File: src/rtl/tpu_pkg.sv
// Shared types and default sizing for the TPU tile sequencer and its helpers.
package tpu_pkg;

  typedef enum logic [2:0] {
    S_IDLE,
    S_WAIT_W,
    S_LOAD_W,
    S_STREAM,
    S_DRAIN,
    S_DONE
  } state_t;

  localparam int DEF_ADDRESSSIZE  = 10;
  localparam int DEF_WLOAD_CYCLES = 8;
  localparam int DEF_PIPE_LATENCY = 24;
  localparam int DEF_WTIMEOUT     = 255;

endpackage

File: src/rtl/tpu_valid_delay.sv
// Shift register of valid bits that tracks activation rows through the array pipeline.
module tpu_valid_delay #(
  parameter int DEPTH = 24
) (
  input  logic clk,
  input  logic rst,
  input  logic din,
  output logic dout
);

  logic [DEPTH-1:0] sr;

  // Shift-and-OR form keeps DEPTH=1 legal.
  always_ff @(posedge clk or posedge rst) begin
    if (rst) sr <= '0;
    else     sr <= (sr << 1) | DEPTH'(din);
  end

  assign dout = sr[DEPTH-1];

endmodule

File: src/rtl/tpu_tile_sequencer.sv
// Job controller: pops a weight tile, loads it, streams N activation rows and
// writes N aligned result rows, then pulses done.
module tpu_tile_sequencer
  import tpu_pkg::*;
#(
  parameter int ADDRESSSIZE  = DEF_ADDRESSSIZE,
  parameter int WLOAD_CYCLES = DEF_WLOAD_CYCLES,
  parameter int PIPE_LATENCY = DEF_PIPE_LATENCY,
  parameter int WTIMEOUT     = DEF_WTIMEOUT
) (
  input  logic                   clk,
  input  logic                   rst,
  input  logic                   start,
  input  logic [ADDRESSSIZE-1:0] src_base,
  input  logic [ADDRESSSIZE-1:0] dst_base,
  input  logic [ADDRESSSIZE-1:0] n_rows,
  input  logic                   fifo_empty,
  output logic                   fifo_read_enable,
  output logic                   we_rl,
  output logic                   ub_rd_en,
  output logic [ADDRESSSIZE-1:0] ub_addr,
  output logic                   res_we,
  output logic [ADDRESSSIZE-1:0] res_addr,
  output logic                   busy,
  output logic                   done,
  output logic                   err_no_weights
);

  localparam int A  = ADDRESSSIZE;
  localparam int TW = $clog2(WTIMEOUT + 1);
  localparam int LW = $clog2(WLOAD_CYCLES + 1);

  state_t        state;
  logic [A-1:0]  src_r, dst_r, n_r;
  logic [A-1:0]  issue_cnt, wr_cnt;
  logic [TW-1:0] tcnt;
  logic [LW-1:0] lcnt;
  logic          dly_out;

  tpu_valid_delay #(.DEPTH(PIPE_LATENCY)) u_delay (
    .clk  (clk),
    .rst  (rst),
    .din  (ub_rd_en),
    .dout (dly_out)
  );

  assign res_we   = dly_out;
  assign res_addr = dst_r + wr_cnt;

  always_ff @(posedge clk or posedge rst) begin
    if (rst) begin
      state            <= S_IDLE;
      src_r            <= '0;
      dst_r            <= '0;
      n_r              <= '0;
      issue_cnt        <= '0;
      wr_cnt           <= '0;
      tcnt             <= '0;
      lcnt             <= '0;
      fifo_read_enable <= 1'b0;
      we_rl            <= 1'b0;
      ub_rd_en         <= 1'b0;
      ub_addr          <= '0;
      busy             <= 1'b0;
      done             <= 1'b0;
      err_no_weights   <= 1'b0;
    end else begin
      fifo_read_enable <= 1'b0;
      we_rl            <= 1'b0;
      ub_rd_en         <= 1'b0;
      ub_addr          <= '0;
      done             <= 1'b0;
      if (res_we) wr_cnt <= wr_cnt + A'(1);

      unique case (state)
        S_IDLE: begin
          if (start) begin
            src_r          <= src_base;
            dst_r          <= dst_base;
            n_r            <= n_rows;
            issue_cnt      <= '0;
            wr_cnt         <= '0;
            tcnt           <= '0;
            lcnt           <= '0;
            err_no_weights <= 1'b0;
            busy           <= 1'b1;
            state          <= (n_rows == '0) ? S_DONE : S_WAIT_W;
          end
        end
        S_WAIT_W: begin
          if (!fifo_empty) begin
            fifo_read_enable <= 1'b1;
            state            <= S_LOAD_W;
          end else if (tcnt == TW'(WTIMEOUT - 1)) begin
            err_no_weights <= 1'b1;
            done           <= 1'b1;
            state          <= S_DONE;
          end else begin
            tcnt <= tcnt + TW'(1);
          end
        end
        S_LOAD_W: begin
          we_rl <= 1'b1;
          lcnt  <= lcnt + LW'(1);
          if (lcnt == LW'(WLOAD_CYCLES - 1)) state <= S_STREAM;
        end
        S_STREAM: begin
          ub_rd_en  <= 1'b1;
          ub_addr   <= src_r + issue_cnt;
          issue_cnt <= issue_cnt + A'(1);
          if (issue_cnt == n_r - A'(1)) state <= S_DRAIN;
        end
        S_DRAIN: begin
          // The write landing this cycle is the last one when it brings the count to N.
          if (res_we && (wr_cnt == n_r - A'(1))) begin
            done  <= 1'b1;
            state <= S_DONE;
          end
        end
        S_DONE: begin
          // Entered with done already set on normal/timeout exits; an empty job
          // arrives with done low and raises it here, one cycle after start.
          if (!done) begin
            done <= 1'b1;
          end else begin
            busy  <= 1'b0;
            state <= S_IDLE;
          end
        end
        default: state <= S_IDLE;
      endcase
    end
  end

endmodule

File: config.mk
export PLATFORM = sky130hd
export DESIGN_NAME = tpu_tile_sequencer
export DESIGN_NICKNAME = d
export VERILOG_FILES = /design/src/rtl/tpu_pkg.sv /design/src/rtl/tpu_valid_delay.sv /design/src/rtl/tpu_tile_sequencer.sv
export SDC_FILE = /design/constraint.sdc
export NUM_CORES = 1
export LEC_CHECK = 0
export CORE_MARGIN = 3
export CORE_UTILIZATION = 56
export CTS_CLUSTER_SIZE = 14
export DETAILED_ROUTE_END_ITERATION = 12
export GPL_TIMING_DRIVEN = 0
export PLACE_DENSITY = 0.8
export SYNTH_ARGS = -nofsm -noshare
export SYNTH_HDL_FRONTEND = slang
export SYNTH_SLANG_ARGS = --single-unit
File: constraint.sdc
create_clock -name clk -period 4.2 [get_ports clk]
set_clock_uncertainty 0.2 [all_clocks]
set_input_delay 0.84 -clock clk [delete_from_list [all_inputs] [get_ports clk]]
set_output_delay 0.84 -clock clk [all_outputs]
set_load 0.005 [all_outputs]
# After elaboration in Yosys (flattened, before gate mapping)
# Index checks and enable logic that the tools add are counted.
# W data, S select, Z words.
# word_totals
word_cells,93
ff_bits,105
input_bits,34
output_inout_bits,27
# classes
addsub,7
n_mux,37
bitwise,1
eq_ne,18
n_reduce_logical,14
# op_table
operator,n
$mux W10,5
$mux W3,8
$mux W8,3
$or A24 B1 Y24,1
$add A10 B1 Y10 const B,2
$add A10 B10 Y10,2
$eq A10 B10 Y1,2
$pmux W10 S2,1
$pmux W3 S6,1
$ne A2 B2 Y1 const B,8
$pmux W8 S2,1
$mux W1,13
$logic_not A10 Y1,1
$sub A10 B1 Y10 const B,1
$add A8 B1 Y8 const B,1
$eq A8 B8 Y1 const B,1
$pmux W4 S2,1
$reduce_and A4 Y1,2
$reduce_bool A2 Y1,4
$eq A3 B2 Y1 const B,2
$eq A3 B3 Y1 const B,2
$reduce_and A2 Y1,3
$reduce_and A6 Y1,1
$add A4 B1 Y4 const B,1
other kinds (9),10

# Logic depth before layout (Yosys ltp)
# depth
depth_word,5
depth_mapped,10
mapped_depth_nobuf,10

# Cells and area by module
# A second synthesis with hierarchy kept.
# unflattened
hier_cells,511
area_unflattened_um2,5283.8
# modules_own_cells
module,seq_area_each_um2,n_inst,cells_each,area_per_inst_um2
tpu_tile_sequencer,2026.9,1,486,4679.5
tpu_valid_delay,600.6,1,25,604.3

# Worst setup path after synthesis
# No wires, ideal clock.
# synth_path
kind,register to output
startpoint,register wr_cnt[0]
endpoint,output port res_addr[8]
arrival_ns,1.853
n_path_buf,0
path_stages_with_launch,11
slack_ns,1.307
required_time_ns,3.160
path_cell_list,dfrtp_1 -> ha_1 -> inv_1 -> fa_1 -> nor2b_1 -> o21ai_0 -> nand2b_1 -> a21o_1 -> a21oi_1 -> o21ai_0 -> xor2_1
# synth_between
elab_chain_len,1
# synth_rtl
element,line_no,rtl
from (decl),tpu_tile_sequencer.sv:35,"logic [A-1:0] issue_cnt, wr_cnt;"
from (signal assigned),tpu_tile_sequencer.sv:73,if (res_we) wr_cnt <= wr_cnt + A'(1);
$add A10 B10 Y10,tpu_tile_sequencer.sv:48,assign res_addr = dst_r + wr_cnt;
to (decl),tpu_tile_sequencer.sv:23,"output logic [ADDRESSSIZE-1:0] res_addr,"
# Every way passes these cells.

# Worst setup path after layout
# Ends and elaborated chain as after synthesis.

==> impl_metrics.toml <==
[global_route]
grt_pass1_wl_um = 18900
grt_max_degree = 69
grt_pass1_vias = 4179
track_usage_pct = 22.8
antenna_found_initial = 0
overflow = 0

[floorplan]
dieArea_sq_um = 10700
initial_utilization_pct = 59.1
coreArea_sq_um = 8980
rows = 34
design.portCount = 61
die_height_um = 103
die_x_um = 103

[clock_tree]
cts_setup_buffers = 0
ctsRootBufferMaster = "clkbuf_8"
cts.sinks = 105
h-tree-depth = 3
tritoncts = "done"
cts-resized-gates = 0
clockBufferDepth = 2
cts_hold_buf = 0
cts_made_buffers = 9
clock_latency_ns = 0.37
path_clk_slew_ns = 0.11

[worst_setup_path]
cpPeakStageDelay_ns = 0.52
critical-path-top-delay-family = "adder cells"
slowest_stage = "clkdlybuf4s50_1"
worst-path-max-fanout = 5
endpoint_kind = "primary output"
arrival_ns = 2.95
required_ns = 3.16
path_common_cell = "o21ai_0"
crit_path_start_kind = "register"
path_buf_inv = 2
crit_path_cell_trace = "ha_1, inv_1, fa_1, nor2b_1, o21ai_0, nand2b_1, a21o_1, a21oi_1, o21ai_0, xor2_1, clkdlybuf4s50_1"
path_class = "reg2out"

[layout]
post_route_cells_drive_above_1_share_pct = 5.08
synthToLayoutAreaGrowth_pct = 19.0
nFillCells = 702
multi_input_area_sq_um = 2500
nets = 685
n_antenna_cell = 0
final_cells = 756
regArea_sq_um = 2630

[placed_design]
place_inst = 740
io_buffers = 60
gp_congestion = 0.805
dp.final_hpwl_um = 8190

[yosys]
syn_area_sq_um = 5310
synth_area_per_cell_sq_um = 9.59
yosysSeqAreaShare_pct = 49.5
synth_edf_count = 0
ys_top_cells_by_area = "dfrtp_1 50%, nand2_1 8.6%, ha_1 5.7%, xnor2_1 4.0%, o21ai_0 3.8%"
post-synth-top-area-cell = "dfrtp_1"
ys_async_sr_fraction_pct = 100
ys_dominant_reg_cell = "dfrtp_1"
yosysTopAreaCellShare_pct = 49.5
synth_nets = 613
ys_ff_latch = 105
synth_cell_type_count = 55
syn_inst = 553
yosys_warnings = 0

[pwr]
ir_worst_vdd_uv = 199
total_power_mw = 2.05
power_per_cell_area_nw_per_um2 = 324
p_int_mw = 1.48
seqPwrFrac_pct = 52.4
leakagePower_nw = 2.98
p_sw_share_pct = 27.6
clkPwrFrac_pct = 32.8
p_comb_share_pct = 14.9
power_switching_uw = 565

[run_status]
status = "finished clean"

[timing]
fin_crit_sh_pct = 95.1
hold_viol_final = 0
slew_viol_final = 0
setup_viol = 0
rsz0062_at_grt = "no"
max_freq_ghz = 0.250
max-slew-margin-rel_pct = 43.9
fin_crit_ns = 3.99
tightest_slew_ns = 0.838

[route]
antenna_left = 0
wl_per_cell_um = 14.6
drc = 0
vias = 4184
drtIter0Drc = 210
viasPerCell = 5.53
route.final.wire_length_um = 11000
drtPass1Iterations = 4

[run]
max_cap_viol_count = 0

[hold_path]
holdCritPathClass = "reg2reg"
routing by layer:
layer,global-route usage (%),part of all wire [%],wire length [um],up-vias
li1,-,-,-,2035
met3,5.10,4.2,460,16
met5,0,0,0,-
met2,38.3,50,5550,88
met4,7.87,1.8,200,0
met1,29.2,44,4820,2045
per-stage QoR:
stage / setup slack (ns) / hold slack [ns] / utilization [%] / setup TNS (ns) / area [sq um]
floorplan: 0.399 / 0.131 / - / 0 / 5310
global route: 0.0165 / 0.162 / 70.3 / 0 / 6310
CTS: 0.199 / 0.161 / 70.3 / 0 / 6310
global placement: -0.958 / 0.137 / 67.5 / -99.98 / 6060
finish: 0.207 / 0.157 / 70.3 / 0 / 6310
detailed placement: 0.606 / 0.137 / 67.9 / 0 / 6090
area by class of cell:
class                   count  area share (%)
well taps                 126            2.50
multi-input cells         410            39.6
inverters                  16           0.991
clock buffers               9            1.96
clock inverters             7            1.51
repair buffers             61            9.95
flip-flops and latches    105            41.6
plain buffers              22            1.90
worst register-to-register path, cell delays in order (launching register included):
cell and delay, ns:
dfrtp_1 0.47, nor4_1 0.72, nor2_1 0.21, a2111oi_0 0.41
o21ai_0 0.19, or4_1 0.54, a21oi_2 0.23, o221a_1 0.20
power groups by stage:
stage / sequential [mW] / combinational [mW] / clock (mW)
after floorplan: 1.08 / 0.196 / 0
after global placement: 1.09 / 0.289 / 0
after detailed placement: 1.09 / 0.304 / 0
after CTS: 1.07 / 0.307 / 0.685
after global routing: 1.08 / 0.344 / 0.730
final: 1.07 / 0.305 / 0.671
synth_stat cells (all sizes together), types with 3 or more instances:
cell / instances
nand2b: 5
or4: 5
a31oi: 4
nand2: 121
nand3: 12
buf: 9
and2: 3
ha: 24
inv: 16
o21bai: 3
xor2: 22
a21oi: 19
nor2: 44
a21o: 3
or3: 6
xnor2: 24
nand4: 12
o21ai: 40
nor4: 4
nor3: 11
nand3b: 3
nor2b: 5
xnor3: 3
and3: 6
dfrtp: 105
clkbuf: 13
cell usage in the layout (no fill, tap or decap), types with 15 or more instances in the layout:
cell type / instances
clkdlybuf4s50_1: 60
xnor2_1: 24
inv_1: 15
nor2_1: 44
a21oi_1: 18
ha_1: 24
xor2_1: 22
dfrtp_1: 105
nand2_1: 121
o21ai_0: 40
worst paths after layout:
check / to / cells past startpoint / slack, ns / from
worst max-delay path: res_addr[8] / 11 / 0.21 / wr_cnt[0]$_DFF_PP0_
worst min-delay path: u_delay.sr[20]$_DFF_PP0_ / 0 / 0.16 / u_delay.sr[19]$_DFF_PP0_
worst max register to register: state[2]$_DFFE_PP0P_ / 7 / 0.98 / n_r[0]$_DFFE_PP0P_
worst min register to register: u_delay.sr[20]$_DFF_PP0_ / 0 / 0.16 / u_delay.sr[19]$_DFF_PP0_
max in group asynchronous: n_r[6]$_DFFE_PP0P_ / 3 / 2.49 / rst
min in group asynchronous: wr_cnt[0]$_DFF_PP0_ / 2 / 0.63 / rst
flip-flops by register name, summed over array words and instances (netlist names):
signal,flops
tcnt,8
busy,1
u_delay.sr,24
wr_cnt,10
issue_cnt,10
lcnt,4
state,3
ub_addr,10
fifo_read_enable,1
done,1
we_rl,1
dst_r,10
src_r,10
err_no_weights,1
ub_rd_en,1
n_r,10
logic make-up (layout without fill, tap and decap cells):
family,after synthesis,in the layout,share of synthesized area [%]
flops,105,105,49.5
fa+ha+maj,26,26,6.42
mux,3,3,0.590
simple gates,241,241,20.7
buf+inv,38,115,3.40
compound gates,91,91,10.5
xor+xnor,49,49,8.87
(Power assumes the default switching activity.)
